$ cat src/rtl/frame_pkg.sv
// rtl/frame_pkg.sv - shared state encodings and default frame geometry for frame_xmtr/rcvr
`timescale 1ns/1ps

package frame_pkg;

    typedef enum logic [1:0] {
        COLLECT = 2'd0,
        HDR     = 2'd1,
        BODY    = 2'd2
    } frame_state_e;

    localparam int                             DEFAULT_HEADER_SIZE  = 8;
    localparam logic [DEFAULT_HEADER_SIZE-1:0] DEFAULT_HEADER_VALUE = 8'hA5;
    localparam int                             DEFAULT_BODY_SIZE    = 16;

    function automatic int max2(input int a, input int b);
        return (a > b) ? a : b;
    endfunction

endpackage

$ cat src/rtl/frame_piso.sv
// rtl/frame_piso.sv - parallel-load, MSB-first shift register feeding SDATA
`timescale 1ns/1ps

module frame_piso
    import frame_pkg::*;
#(
    parameter int WIDTH = DEFAULT_HEADER_SIZE + DEFAULT_BODY_SIZE
) (
    input  logic             clk_i,
    input  logic             rst_i,
    input  logic             load_i,
    input  logic             shift_i,
    input  logic [WIDTH-1:0] data_i,
    output logic             sdata_o
);

    logic [WIDTH-1:0] shreg_q;
    logic [WIDTH-1:0] shreg_d;

    // Load wins over shift; zeros shift in, so the register drains to 0 by frame end.
    always_comb begin
        shreg_d = shreg_q;
        if (load_i) begin
            shreg_d = data_i;
        end else if (shift_i) begin
            shreg_d = {shreg_q[WIDTH-2:0], 1'b0};
        end
    end

    // Shift register state.
    always_ff @(posedge clk_i or posedge rst_i) begin
        if (rst_i) begin
            shreg_q <= '0;
        end else begin
            shreg_q <= shreg_d;
        end
    end

    assign sdata_o = shreg_q[WIDTH-1];

endmodule

$ cat src/rtl/frame_xmtr.sv
// rtl/frame_xmtr.sv - serial frame transmitter (header + body, optional parity via XMTR_PARITY_EN)
`timescale 1ns/1ps

module frame_xmtr
    import frame_pkg::*;
#(
    parameter int                     HEADER_SIZE  = DEFAULT_HEADER_SIZE,
    parameter logic [HEADER_SIZE-1:0] HEADER_VALUE = DEFAULT_HEADER_VALUE,
    parameter int                     BODY_SIZE    = DEFAULT_BODY_SIZE
) (
    input  logic       sclk_i,
    input  logic       rst_i,
    input  logic [7:0] din_i,
    input  logic       valid_i,
    output logic       ack_o,
    output logic       sdata_o,
    output logic       frame_o
);

`ifdef XMTR_PARITY_EN
    localparam int PAR_BITS = 1;
`else
    localparam int PAR_BITS = 0;
`endif

    localparam int NBYTES = BODY_SIZE / 8;
    localparam int BCW    = $clog2(NBYTES + 1);
    localparam int CW     = $clog2(max2(HEADER_SIZE, BODY_SIZE) + 1);
    localparam int FW     = HEADER_SIZE + BODY_SIZE + PAR_BITS;

    localparam logic [BCW-1:0] BYTE_LAST = BCW'(NBYTES - 1);
    localparam logic [CW-1:0]  HDR_LAST  = CW'(HEADER_SIZE - 1);
    // With parity the body phase carries one extra bit before returning to COLLECT.
    localparam logic [CW-1:0]  BODY_LAST = CW'(BODY_SIZE - 1 + PAR_BITS);

    frame_state_e         state_q, state_d;
    logic [BCW-1:0]       byte_cnt_q, byte_cnt_d;
    logic [CW-1:0]        bit_cnt_q, bit_cnt_d;
    logic [BODY_SIZE-1:0] buf_q, buf_d;
    logic                 ack_q, ack_d;
    logic                 frame_q, frame_d;
    logic                 load;
    logic                 shift;
    logic [FW-1:0]        load_data;

    // Header and the freshly completed body (plus parity) go to the shifter together.
`ifdef XMTR_PARITY_EN
    assign load_data = {HEADER_VALUE, buf_d, ^buf_d};
`else
    assign load_data = {HEADER_VALUE, buf_d};
`endif

    // Next-state logic: byte collection, header/body bit counting, ACK and FRAME.
    always_comb begin
        state_d    = state_q;
        byte_cnt_d = byte_cnt_q;
        bit_cnt_d  = bit_cnt_q;
        buf_d      = buf_q;
        ack_d      = 1'b0;
        frame_d    = frame_q;
        load       = 1'b0;
        shift      = 1'b0;
        case (state_q)
            COLLECT: begin
                if (valid_i) begin
                    buf_d = BODY_SIZE'({buf_q, din_i});
                    ack_d = 1'b1;
                    if (byte_cnt_q == BYTE_LAST) begin
                        byte_cnt_d = '0;
                        bit_cnt_d  = '0;
                        load       = 1'b1;
                        frame_d    = 1'b1;
                        state_d    = HDR;
                    end else begin
                        byte_cnt_d = byte_cnt_q + 1'b1;
                    end
                end
            end
            HDR: begin
                shift = 1'b1;
                if (bit_cnt_q == HDR_LAST) begin
                    bit_cnt_d = '0;
                    state_d   = BODY;
                end else begin
                    bit_cnt_d = bit_cnt_q + 1'b1;
                end
            end
            BODY: begin
                shift = 1'b1;
                if (bit_cnt_q == BODY_LAST) begin
                    bit_cnt_d = '0;
                    frame_d   = 1'b0;
                    state_d   = COLLECT;
                end else begin
                    bit_cnt_d = bit_cnt_q + 1'b1;
                end
            end
            default: begin
                state_d    = COLLECT;
                byte_cnt_d = '0;
                bit_cnt_d  = '0;
                frame_d    = 1'b0;
            end
        endcase
    end

    // Control registers; reset aborts any frame and discards partial bytes.
    always_ff @(posedge sclk_i or posedge rst_i) begin
        if (rst_i) begin
            state_q    <= COLLECT;
            byte_cnt_q <= '0;
            bit_cnt_q  <= '0;
            buf_q      <= '0;
            ack_q      <= 1'b0;
            frame_q    <= 1'b0;
        end else begin
            state_q    <= state_d;
            byte_cnt_q <= byte_cnt_d;
            bit_cnt_q  <= bit_cnt_d;
            buf_q      <= buf_d;
            ack_q      <= ack_d;
            frame_q    <= frame_d;
        end
    end

    frame_piso #(
        .WIDTH (FW)
    ) u_piso (
        .clk_i   (sclk_i),
        .rst_i   (rst_i),
        .load_i  (load),
        .shift_i (shift),
        .data_i  (load_data),
        .sdata_o (sdata_o)
    );

    assign ack_o   = ack_q;
    assign frame_o = frame_q;

endmodule

$ cat config.mk
export PLATFORM = sky130hd
export DESIGN_NAME = frame_xmtr
export DESIGN_NICKNAME = d
export VERILOG_FILES = /design/src/rtl/frame_pkg.sv /design/src/rtl/frame_piso.sv /design/src/rtl/frame_xmtr.sv
export SDC_FILE = /design/constraint.sdc
export NUM_CORES = 1
export LEC_CHECK = 0
export CAP_MARGIN = 20
export CORE_ASPECT_RATIO = 0.7
export CORE_MARGIN = 3
export CORE_UTILIZATION = 60
export CTS_BUF_LIST = sky130_fd_sc_hd__clkbuf_4 sky130_fd_sc_hd__clkbuf_8
export CTS_CLUSTER_DIAMETER = 200
export DETAILED_ROUTE_END_ITERATION = 7
export GPL_TIMING_DRIVEN = 0
export PLACE_DENSITY = 0.8
export SETUP_SLACK_MARGIN = 0.4
export SLEW_MARGIN = 30
export SYNTH_ARGS = -nofsm -noshare
export SYNTH_HDL_FRONTEND = slang
export SYNTH_SLANG_ARGS = --single-unit
$ cat constraint.sdc
create_clock -name sclk_i -period 2.3 [get_ports sclk_i]
set_clock_uncertainty 0.2 [all_clocks]
set_input_delay 0.46 -clock sclk_i [delete_from_list [all_inputs] [get_ports sclk_i]]
set_output_delay 0.46 -clock sclk_i [all_outputs]
set_load 0.005 [all_outputs]
==> flow_summary.yaml, run 1 <==
yosys:
  synth-seq-area-share_pct: 54.52
  synth_seq_cells: 51
  avgSynthCellArea_um2: 12.07
  synth.distinct_cells: 34
  syn_nets: 212
  yosysWarnings: 0
  netlist_area_mm2: 0.002341
  synthCells: 194
setup_path:
  reg2regPathDepth: 8
  worst-path-max-fanout: 4
  reg2reg_slack_ns: 0.41
  startpoint: "bit_cnt_q[1]"
  endpoint: "bit_cnt_q[3]"
  rr_startpoint: "bit_cnt_q[1]"
  cp-end-kind: "register"
  crit_type: "reg -> reg"
  crit_arrival_ns: 1.92
  r2r_end: "bit_cnt_q[3]"
  required_ns: 2.33
  start_kind: "register"
cells_and_area:
  drive_gt1_share_pct: 27.80
  fin_nets: 240
  final_common_cell: "dfrtp_1"
  fillers: 218
  area_growth_pct: 19.99
  mostFrequentLayoutCells: "51 x dfrtp_1, 24 x mux2i_1, 16 x nor2_1, 16 x a21oi_1, 12 x clkdlybuf4s50_1"
  n_antenna_cell: 0
floorplanning:
  start_util_pct: 64.56
  row_count: 18
  dieWidth_um: 80.66
  die_h_um: 58.26
  pin_count: 14
  core_area_mm2: 0.003626
  dieArea_mm2: 0.004699
job:
  cap_violations: 0
detailed_routing:
  wl_per_cell_um: 17.75
  drt_iter0_markers: 135
  drtPass1Iterations: 4
  ant_nets: 0
  via_per_inst: 5.700
  routed_wl_um: 4845
  dr_total_vias: 1556
  drc: 0
cts:
  cts_root_buf: "clkbuf_8"
  clk_pin_slew_ns: 0.09
  h-tree-depth: 2
  cts-buffers-inserted: 5
  tritoncts: "yes"
  cts.sinks: 51
  clk_latency_ns: 0.30
  clockBufferDepth: 2
power:
  leakage_nw: 1.299
  p_per_area_mw_per_mm2: 1303
  finalPower_w: 0.003660
  peakVddDrop_mv: 0.7915
global_route:
  grt_max_degree: 52
  overflow: 0
  grtUsageTotal_pct: 21.62
  antenna_found_initial: 0
  grt_pass1_vias: 1550
  grt_pass1_wl_um: 7541
sta:
  fin_setup_tns_ns: 0
  drv_slew: 0
  layout_worst_path_cycle_share_pct: 82.30
  hold_viol: 0
  fin_crit_ns: 1.893
  clock.fmax_mhz: 528.3
  rsz0062_at_grt: "yes"
  worst_slew_margin_rel_pct: 59.96
  tightest_slew_ns: 0.6006
  setup_viol: 0
outcome:
  status: "completed"
min_path:
  holdCritPathClass: "reg -> reg"
place:
  gp_congestion: 0.7978
  port_buffers: 13
  hpwl_um: 3143
==> worst max-delay path: stages, from the launching register on <==
cell	delay [ns]
dfrtp_1	0.42
ha_2	0.22
nand3_2	0.09
inv_2	0.05
ha_4	0.16
nor2b_4	0.19
o21a_1	0.23
nand3_2	0.09
o2bb2ai_1	0.15
==> cells in the mapped netlist <==
cell,n,area (um^2)
and4bb_2,1,12.51
nor2_1,20,75.07
nand3_1,3,15.01
a21oi_1,16,80.08
a32o_1,1,10.01
o22ai_1,1,6.260
or2_1,1,6.260
o2bb2ai_1,1,8.760
ha_1,7,87.58
nor3b_1,1,7.510
o21ai_0,6,30.03
nor2_4,1,11.26
inv_1,8,30.03
buf_2,7,35.03
mux2i_1,24,240.2
mux2_2,10,112.6
a21o_1,1,7.510
buf_4,1,7.510
nand2_1,7,26.28
a31oi_1,1,6.260
nand2_2,1,6.260
and3_1,1,6.260
o32a_1,1,10.01
nand2b_1,4,25.02
o21a_1,1,7.510
nand4_1,1,6.260
mux2_4,7,105.1
o31ai_1,1,7.510
buf_8,1,15.01
dfrtp_1,51,1276
buf_6,1,11.26
nor2b_1,4,25.02
a2bb2oi_1,1,8.760
a2111oi_2,1,15.01
==> per-stage QoR <==
stage / area (um^2) / utilization (%) / cells / hold slack (ns) / setup slack [ns]
floorplan: 2341 / - / 194 / 0.2546 / 0.4105
global placement: 2534 / 69.88 / 257 / 0.2765 / -0.4348
detailed placement: 2536 / 69.94 / 257 / 0.2802 / 0.1006
CTS: 2714 / 74.84 / 267 / 0.3028 / 0.3912
global route: 2809 / 77.47 / 273 / 0.3265 / 0.2940
finish: 2809 / 77.47 / 273 / 0.3017 / 0.4071
==> layer usage <==
metal / share of wire [%] / vias to the layer above / GRT usage (%)
met1: 44 / 783 / 27.57
met2: 50 / 36 / 37.15
met4: 1.7 / 0 / 6.024
met3: 3.7 / 9 / 5.280
li1: - / 728 / -
met5: 0 / - / 0
==> state kept, by name, summed over array words and instances, names as in the netlist <==
name and flops:
u_piso.shreg_q 24, buf_q 16, bit_cnt_q 5, byte_cnt_q 2, state_q 2, ack_o 1, frame_o 1
==> worst min path at each step <==
stage	start	end	depth (start not counted)
after global routing	byte_cnt_q[0]	byte_cnt_q[0]	1
after global placement	buf_q[14]	buf_q[14]	1
after detailed placement	buf_q[14]	buf_q[14]	1
final	buf_q[14]	buf_q[14]	1
after CTS	buf_q[14]	buf_q[14]	1
after floorplan	byte_cnt_q[1]	byte_cnt_q[1]	1
==> report_power, final <==
part           switching [W]  total, W  leakage, nW  internal [W]
Sequential          0.000217   0.00151        0.610       0.00129
Clock               0.000278  0.000630       0.0612      0.000352
Combinational       0.000742   0.00152        0.627      0.000777
Total                0.00124   0.00366         1.30       0.00242
==> what timing repair did <==
item | 4_1_cts | 5_1_grt
hold buffers | 0 | 0
gates cloned | 0 | 0
setup endpoints to repair | 22 | 20
buffers inserted | 2 | 6
gates resized for setup | 13 | 16
pin swaps | 3 | 2
==> final cells by class <==
type / instances / area, um^2 / area share [%]
inverter: 8 / 32.53 / 1.158
tap: 50 / 62.56 / 2.227
buffer: 10 / 86.33 / 3.074
sequential: 51 / 1276 / 45.43
multi-input combinational: 125 / 1041 / 37.06
clock inverter: 2 / 35.03 / 1.247
timing repair buffer: 21 / 192.7 / 6.860
clock buffer: 6 / 82.58 / 2.940
==> cells by family after synthesis <==
logic type | after synthesis | synth area share (%)
DFF | 51 | 54.52
AOI/OAI and AO/OA | 32 | 8.446
muxes | 41 | 19.56
and+or+nand+nor | 45 | 9.514
buffers and inverters | 18 | 4.222
adders and majority gates | 7 | 3.741
(Power assumes the default switching activity.)
==> run 2, diff against run 1 <==
Settings changed: CORE_UTILIZATION 60 to 55, PLACE_DENSITY 0.8 to 0.78.
Clock period 2.3 ns to 1.7 ns, I/O delays scaled along.
==> flow_summary.yaml, run 2 (synthesized netlist as in run 1, its figures left out) <==
outcome:
  status: "finished, violations left"
  violations: "setup timing"
cells_and_area:
  seqCellArea_mm2: 0.001276
  reg_top3: "u_piso.shreg_q: 24 flops, buf_q: 16 flops, bit_cnt_q: 5 flops"
  area_growth_pct: 47.46
  largest_reg_flops: 24
  multiInputGateArea_mm2: 0.001344
  n_antenna_cell: 0
  stdcell_count: 300
  mostFrequentLayoutCells: "51 x dfrtp_1, 21 x buf_4, 19 x mux2i_1, 17 x mux2_4, 11 x nor2_4"
  regMostFlops: "u_piso.shreg_q"
  final_common_cell: "dfrtp_1"
  fillers: 175
  fin_area_mm2: 0.003452
  drive_gt1_share_pct: 53.63
  fin_nets: 265
place:
  gp_congestion: 0.7829
  port_buffers: 13
  placedInstanceArea_mm2: 0.002661
  dp.cells: 260
  hpwl_um: 3077
power:
  p_per_area_mw_per_mm2: 1844
  p_int_w: 0.003979
  switching_share_pct: 37.49
  peakVddDrop_mv: 1.585
  leakage_nw: 1.538
  clkPwrFrac_pct: 12.2
  finalPower_w: 0.006365
  pwr-share-seq_pct: 33.6
  p_sw_w: 0.002386
  p_comb_share_pct: 54.2
setup_path:
  crit_arrival_ns: 1.88
  rr_startpoint: "bit_cnt_q[1]"
  start_kind: "register"
  cpPeakStageDelay_ns: 0.40
  cp_slowest_cell: "dfrtp_1"
  cp-end-kind: "register"
  crit_type: "reg -> reg"
  required_ns: 1.74
  crit_top_cell: "o21ai_1"
  startpoint: "bit_cnt_q[1]"
  worst-path-max-fanout: 4
  path_cells: "ha_2 > nand3_2 > inv_2 > ha_4 > nor2b_4 > o21ai_1 > o21ai_1 > a32o_1"
detailed_routing:
  ant_nets: 0
  drtPass1Iterations: 4
  via_per_inst: 6.063
  wl_per_cell_um: 23.01
  drc: 0
  dr_total_vias: 1819
  routed_wl_um: 6903
  drt_iter0_markers: 123
floorplanning:
  core_area_mm2: 0.004018
  row_count: 19
  dieWidth_um: 83.98
  die_h_um: 60.59
  dieArea_mm2: 0.005088
  pin_count: 14
  start_util_pct: 58.27
sta:
  tightest_slew_ns: 0.4547
  setup_viol: 25
  rsz0062_at_grt: "yes"
  worst_slew_margin_rel_pct: 69.62
  layout_worst_path_cycle_share_pct: 108.4
  fin_ws_ns: -0.1422
  fin_crit_ns: 1.842
  hold_viol: 0
  clock.fmax_mhz: 542.8
  drv_slew: 0
  holdWs_ns: 0.1883
global_route:
  grt_pass1_wl_um: 8887
  overflow: 0
  grt_pass1_vias: 1704
  grtUsageTotal_pct: 23.26
  antenna_found_initial: 0
  grt_max_degree: 33
cts:
  cts_root_buf: "clkbuf_8"
  tritoncts: "yes"
  cts-buffers-inserted: 5
  cts.sinks: 51
  clockBufferDepth: 2
  holdBufCountCts: 0
  clk_latency_ns: 0.31
  clk_pin_slew_ns: 0.10
  h-tree-depth: 2
min_path:
  holdCritPathClass: "in -> async"
job:
  cap_violations: 0
==> run 2: worst max-delay path, delay by kind of cell (launching register included) <==
| family | cells | cell delay (ns) |
|---|---|---|
| fa+ha+maj | 2 | 0.37 |
| buf+inv | 1 | 0.05 |
| simple gates | 2 | 0.28 |
| flops | 1 | 0.40 |
| compound gates | 3 | 0.47 |
==> run 2: final timing paths <==
| path | end | slack [ns] | depth (start not counted) |
|---|---|---|---|
| min | buf_q[10] | 0.19 | 2 |
| max | bit_cnt_q[2] | -0.14 | 8 |
| min reg2reg | buf_q[10] | 0.31 | 1 |
| max in group asynchronous | byte_cnt_q[0] | 0.62 | 3 |
| max reg2reg | bit_cnt_q[2] | -0.14 | 8 |
| min in group sclk_i | buf_q[10] | 0.31 | 1 |
==> run 2: power groups by stage <==
stage / Clock [W] / Sequential, W / Combinational [W]
CTS: 0.000773 / 0.00203 / 0.00250
floorplan: 0 / 0.00196 / 0.00161
global route: 0.000831 / 0.00217 / 0.00361
finish: 0.000775 / 0.00214 / 0.00345
global placement: 0 / 0.00201 / 0.00191
detailed placement: 0 / 0.00205 / 0.00200
==> run 2: timing repair <==
item,CTS,global route
resized for setup,57,61
gates cloned,2,2
setup buffers,17,11
pin swaps,20,13
hold endpoints to repair,0,0
setup endpoints to repair,54,54
==> run 2: area by class of cell <==
type,instances,area share (%)
Buffer,10,4.422
Clock buffer,7,2.791
Clock inverter,1,0.2175
Inverter,8,0.9786
Multi-Input combinational cell,125,38.93
Sequential cell,51,36.97
Tap cell,52,1.885
Timing Repair Buffer,46,13.81
==> run 2: per-layer routing <==
metal  global-route usage [%]  routed length [um]  vias to the layer above
met5                        0                   0                        -
met4                    7.569                 197                        0
met3                    5.020                 433                       20
met2                    39.75                3344                       89
met1                    30.55                2928                      924
li1                         -                   -                      786
==> run 2: stage by stage <==
| stage | utilization, % | TNS (ns) | setup WS (ns) |
|---|---|---|---|
| global route | 85.92 | -3.581 | -0.2098 |
| detailed placement | 66.24 | -10.31 | -0.4154 |
| CTS | 76.52 | -0.6632 | -0.05081 |
| global placement | 65.74 | -10.51 | -0.3912 |
| floorplan | - | -0.09615 | -0.01599 |
| finish | 85.92 | -2.416 | -0.1422 |
